**src/rtl/fetch_pkg.sv**
```systemverilog
// Shared constants and types for the instruction fetch sequencer.
// Optional CALL/RET support is enabled by defining FETCH_CALL_RET_EN.
package fetch_pkg;

  localparam int FETCH_ADDR_W = 12;
  localparam int FETCH_DATA_W = 8;

  localparam logic [7:0] OP_NOP  = 8'h00;
  localparam logic [7:0] OP_JMP  = 8'hF0;
  localparam logic [7:0] OP_JZ   = 8'hF1;
  localparam logic [7:0] OP_CALL = 8'hF2;
  localparam logic [7:0] OP_RET  = 8'hF3;
  localparam logic [7:0] OP_HALT = 8'hFF;

  // WAIT-class opcodes are E0..EF
  localparam logic [7:0] OP_WAIT_MASK = 8'hF0;
  localparam logic [7:0] OP_WAIT_VAL  = 8'hE0;

  typedef enum logic [2:0] {
    ST_BUBBLE,
    ST_DECODE,
    ST_WAIT,
    ST_OPHI,
    ST_OPLO,
    ST_FLUSH,
    ST_HALT
  } fetch_state_e;

  function automatic logic is_wait_op(input logic [7:0] op);
    return (op & OP_WAIT_MASK) == OP_WAIT_VAL;
  endfunction

endpackage

```
**src/rtl/fetch_sequencer.sv**
```systemverilog
// Fetch/sequencing FSM: decodes the ROM byte stream and steers the PC.
// Define FETCH_CALL_RET_EN to add CALL (F2) / RET (F3) with a one-entry link register.
module fetch_sequencer
  import fetch_pkg::*;
#(
  parameter int ADDR_W = FETCH_ADDR_W,
  parameter int DATA_W = FETCH_DATA_W
) (
  input  logic              clk,
  input  logic              rst_n,
  input  logic [ADDR_W-1:0] pc_addr,
  input  logic [DATA_W-1:0] imem_rdata,
  input  logic              zero_flag,
  input  logic              dp_busy,
  output logic              jmp,
  output logic [ADDR_W-1:0] jmp_addr,
  output logic              no_inc,
  output logic [DATA_W-1:0] ir,
  output logic              ir_valid,
  output logic              halted
);

  fetch_state_e      state_q, state_d;
  logic [7:0]        op_q, op_d;
  logic [3:0]        hi_q, hi_d;
  logic [DATA_W-1:0] ir_q, ir_d;
  logic              ir_valid_q, ir_valid_d;
  logic              halted_q, halted_d;
  logic [7:0]        op_byte;
  logic              is_jump_op;
  logic              take;

  assign op_byte = imem_rdata[7:0];

`ifdef FETCH_CALL_RET_EN
  logic [ADDR_W-1:0] link_q, link_d;
  assign is_jump_op = (op_byte == OP_JMP) || (op_byte == OP_JZ) || (op_byte == OP_CALL);
  assign take = (op_q == OP_JMP) || (op_q == OP_CALL) || ((op_q == OP_JZ) && zero_flag);
`else
  logic unused_pc;
  assign unused_pc  = ^pc_addr;
  assign is_jump_op = (op_byte == OP_JMP) || (op_byte == OP_JZ);
  assign take = (op_q == OP_JMP) || ((op_q == OP_JZ) && zero_flag);
`endif

  always_comb begin
    state_d    = state_q;
    op_d       = op_q;
    hi_d       = hi_q;
    ir_d       = ir_q;
    ir_valid_d = 1'b0;
    halted_d   = 1'b0;
    jmp        = 1'b0;
    jmp_addr   = '0;
    no_inc     = 1'b0;
`ifdef FETCH_CALL_RET_EN
    link_d     = link_q;
`endif

    case (state_q)
      ST_BUBBLE: state_d = ST_DECODE;

      ST_DECODE: begin
        if (op_byte == OP_NOP) begin
          state_d = ST_DECODE;
        end else if (is_jump_op) begin
          op_d    = op_byte;
          state_d = ST_OPHI;
`ifdef FETCH_CALL_RET_EN
        end else if (op_byte == OP_RET) begin
          jmp      = 1'b1;
          jmp_addr = link_q;
          state_d  = ST_FLUSH;
`endif
        end else if (op_byte == OP_HALT) begin
          no_inc   = 1'b1;
          halted_d = 1'b1;
          state_d  = ST_HALT;
        end else begin
          ir_d       = imem_rdata;
          ir_valid_d = 1'b1;
          // Holding the PC here makes the ROM re-present the byte after WAIT on exit
          if (is_wait_op(op_byte)) begin
            no_inc  = 1'b1;
            state_d = ST_WAIT;
          end
        end
      end

      ST_WAIT: begin
        no_inc = dp_busy;
        if (!dp_busy) state_d = ST_DECODE;
      end

      ST_OPHI: begin
        hi_d    = op_byte[3:0];
        state_d = ST_OPLO;
      end

      ST_OPLO: begin
        if (take) begin
          jmp      = 1'b1;
          jmp_addr = ADDR_W'({hi_q, op_byte});
          state_d  = ST_FLUSH;
`ifdef FETCH_CALL_RET_EN
          // PC already points past the low operand byte: the return address
          if (op_q == OP_CALL) link_d = pc_addr;
`endif
        end else begin
          state_d = ST_DECODE;
        end
      end

      ST_FLUSH: state_d = ST_DECODE;

      ST_HALT: begin
        no_inc   = 1'b1;
        halted_d = 1'b1;
      end

      default: state_d = ST_BUBBLE;
    endcase

    // program_counter has no reset of its own, so reset drives it to 0
    if (!rst_n) begin
      jmp      = 1'b1;
      jmp_addr = '0;
      no_inc   = 1'b1;
    end
  end

  always_ff @(posedge clk) begin
    if (!rst_n) begin
      state_q    <= ST_BUBBLE;
      op_q       <= '0;
      hi_q       <= '0;
      ir_q       <= '0;
      ir_valid_q <= 1'b0;
      halted_q   <= 1'b0;
`ifdef FETCH_CALL_RET_EN
      link_q     <= '0;
`endif
    end else begin
      state_q    <= state_d;
      op_q       <= op_d;
      hi_q       <= hi_d;
      ir_q       <= ir_d;
      ir_valid_q <= ir_valid_d;
      halted_q   <= halted_d;
`ifdef FETCH_CALL_RET_EN
      link_q     <= link_d;
`endif
    end
  end

  assign ir       = ir_q;
  assign ir_valid = ir_valid_q;
  assign halted   = halted_q;

endmodule

```
**config.mk**
```make
export PLATFORM = sky130hd
export DESIGN_NAME = fetch_sequencer
export DESIGN_NICKNAME = d
export VERILOG_FILES = /design/src/rtl/fetch_pkg.sv /design/src/rtl/fetch_sequencer.sv
export SDC_FILE = /design/constraint.sdc
export NUM_CORES = 1
export LEC_CHECK = 0
export CORE_UTILIZATION = 33
export DETAILED_ROUTE_END_ITERATION = 6
export PLACE_DENSITY_LB_ADDON = 0.25
export RECOVER_POWER = 100
export SYNTH_ARGS = -nofsm -noshare
export SYNTH_HDL_FRONTEND = slang
export SYNTH_SLANG_ARGS = --single-unit
```
**constraint.sdc**
```tcl
create_clock -name clk -period 1.7 [get_ports clk]
set_input_delay 0.17 -clock clk [delete_from_list [all_inputs] [get_ports clk]]
set_output_delay 0.17 -clock clk [all_outputs]
set_load 0.1 [all_outputs]
```
==> metrics.md <==
| Metric | Value |
|---|---|
| Starting Density | `0.347` |
| Final-report max-slew violation count | `0` |
| Via-to-Cell Ratio | `4.88` |
| Die area | `3780 µm²` |
| Max Clk Rate | `518 MHz` |
| H-tree levels | `1` |
| VDD IR-drop max | `0.628 mV` |
| Endpoints failing hold | `0` |
| Post-Place Cell Area | `1850 µm²` |
| Synth Cell Area | `1170 µm²` |
| Average size of a mapped cell | `8.45 µm²` |
| Outcome | `finished, violations left` |
| Antenna violations before repair | `0` |
| Static leakage | `0.827 nW` |
| Place WS | `-0.254 ns` |
| Max Cap Viol | `0` |
| Reg clk slew, reported paths | `0.14 ns` |
| IO Port Bufs | `35` |
| Fraction of registers with async set/reset | `0` |
| Worst Path Class, Setup | `reg -> out` |
| Startpoint types | `register` |
| Net Count, Synth | `162` |
| Slowest cell on crit path | `dfxtp_2` |
| Ys Warns | `0` |
| Hold WC Path Type | `reg -> reg` |
| Post-Route WL | `3330 µm` |
| Proportion of layout cells with a drive suffix above 1 | `0.423` |
| Root Buffer | `clkbuf_4` |
| Prevailing post-synth register cell | `dfxtp_1` |
| Final Critical Period | `1.93 ns` |
| All-Layer GR Usage | `0.197` |
| RD Place Congestion | `0.901` |
| Worst skew pair latency | `0.32 ns` |
| Slew @ Worst Pin | `0.541 ns` |
| DR DRC count | `0` |
| Clk sinks | `25` |
| Clock skew | `0.00592 ns` |
| Vias in the first global route | `1138` |
| Sequential area share after synthesis | `0.429` |
| Setup ws final | `-0.231 ns` |
| Vias | `1172` |
| Synth area leaders | `dfxtp_1 (43%), and2_1 (6.4%), nor2_1 (5.2%)` |
| Max clock buf depth | `2` |
| Yosys reg bits | `25` |
| Chip Width | `61.4 µm` |
| Synth cell types | `38` |
| Tcrit/Tclk final | `1.14` |
| Worst path required time | `1.53 ns` |
| Unrepaired setup endpoints after global routing | `yes` |
| CP Max Fanout | `4` |
| Row cnt | `21` |
| Num CTS Buffers | `3` |
| Worst EP arrival | `1.76 ns` |
| Layout Nets | `219` |
| Area share of the largest cell type after synthesis | `0.429` |
| I/O pins | `48` |
| Crit-path cells | `nor4b_4 -> o2111ai_2 -> nor2_2 -> buf_4 -> and2_4 -> buf_12` |
| Largest net degree at the start of global routing | `21` |
| Fin util | `0.572` |
| Highest-count cells in the layout ignoring fill and taps | `dfxtp_1 (23), buf_4 (21), nor2_1 (16)` |
| Cts-stage hold buffer count | `0` |
| Wire per inst | `13.9 µm` |
| Commonest non-fill, non-tap cell in the layout | `dfxtp_1` |
| Drt pass-1 iters | `4` |
| First-pass GRT wire length | `5370 µm` |
| CORE AREA | `3360 µm²` |
| Initial drt markers | `50` |
| Hpwl dp | `2500 µm` |
| Layout area overhead | `64.9%` |
| Rel. slew slack | `0.641` |
| Type of element capturing the critical path | `output pin` |
| Antenna cells | `0` |
| Post-synth EDFFs | `0` |
| DRT antenna net count | `0` |
| Finished Cell Area | `1920 µm²` |
| Die Y | `61.4 µm` |
| Final Setup Violations | `25` |
| Post-Synthesis Cells | `138` |
| Slowest cell delay on critical path | `0.36 ns` |
| Cell taking the most area after synthesis | `dfxtp_1` |
| GRT overflow | `0` |
| CTS tree | `built` |
| Cell area power density | `871 nW/µm²` |
| Failing checks | `negative setup slack` |
## logic make-up (layout without fill, tap and decap cells)
logic type      count (synthesis)  after routing  share of synthesized area
simple gates                   76             76                      0.343
flops                          25             25                      0.429
compound gates                 23             23                      0.153
buf+inv                        10             66                     0.0397
mux                             4              4                     0.0343
## layer usage
layer / vias to the layer above / track usage / wire length (µm) / share of wire
met1: 555 / 0.265 / 1530 / 0.46
li1: 588 / - / - / -
met3: 7 / 0.0189 / 87 / 0.026
met5: - / 0 / 0 / 0
met4: 0 / 0.105 / 82 / 0.025
met2: 22 / 0.315 / 1630 / 0.49
## area by class of cell
class	count	area, µm²
clock buffer	3	22.5
clock inverter	1	5.00
fill	339	1440
inverter	3	11.3
multi-input combinational	103	704
sequential	25	505
tap	46	57.6
timing repair buffer	59	617
## through the flow
| step | cells | hold slack (ns) | total power (W) | setup TNS (ns) |
|---|---|---|---|---|
| 3_5_place_dp | 235 | 0.444 | 0.00141 | -2.67 |
| 6_report | 240 | 0.464 | 0.00167 | -2.98 |
| 5_1_grt | 240 | 0.481 | 0.00175 | -5.73 |
| 2_1_floorplan | 138 | 0.306 | 0.00120 | -0.542 |
| 4_1_cts | 240 | 0.469 | 0.00170 | -2.88 |
| 3_3_place_gp | 235 | 0.442 | 0.00140 | -2.36 |
## worst max-delay path, delay by kind of cell (launching register included)
kind            cells  cell delay [ns]
compound gates      1             0.16
flops               1             0.36
simple gates        3             0.57
buf+inv             2             0.32
## final timing paths
path,start,end,slack (ns),depth (start not counted)
worst max-delay path,op_q[2],jmp_addr[4],-0.23,6
worst max register to register,state_q[1],state_q[2],-0.08,6
worst min-delay path,ir[1],ir[1],0.46,2
worst min register to register,ir[1],ir[1],0.46,2
## registers in the layout (all words and copies together), names as in the netlist
signal,flops
ir,8
op_q,8
hi_q,4
state_q,3
halted,1
ir_valid,1
## power breakdown
part           total, W  switching (W)  internal [W]
Combinational  0.000717       0.000503      0.000214
Sequential     0.000686      0.0000392      0.000647
Clock          0.000272       0.000183     0.0000883
## synth_stat cells, drive strengths merged (3+ instances only)
| master | number |
|---|---|
| nand3 | 11 |
| nand2 | 15 |
| clkbuf | 4 |
| buf | 3 |
| a21oi | 6 |
| nor3 | 4 |
| mux2i | 4 |
| and3 | 6 |
| inv | 3 |
| nor2 | 17 |
| and2 | 13 |
| dfxtp | 25 |
| o21ai | 9 |
## repair_timing
action | 4_1_cts | 5_1_grt
setup buffers | 2 | 0
setup endpoints to repair | 16 | 20
pin swaps | 15 | 2
gates resized for setup | 16 | 8
endpoints found under the hold margin | 0 | 0
Note: power is estimated with default switching activity, not from simulation.
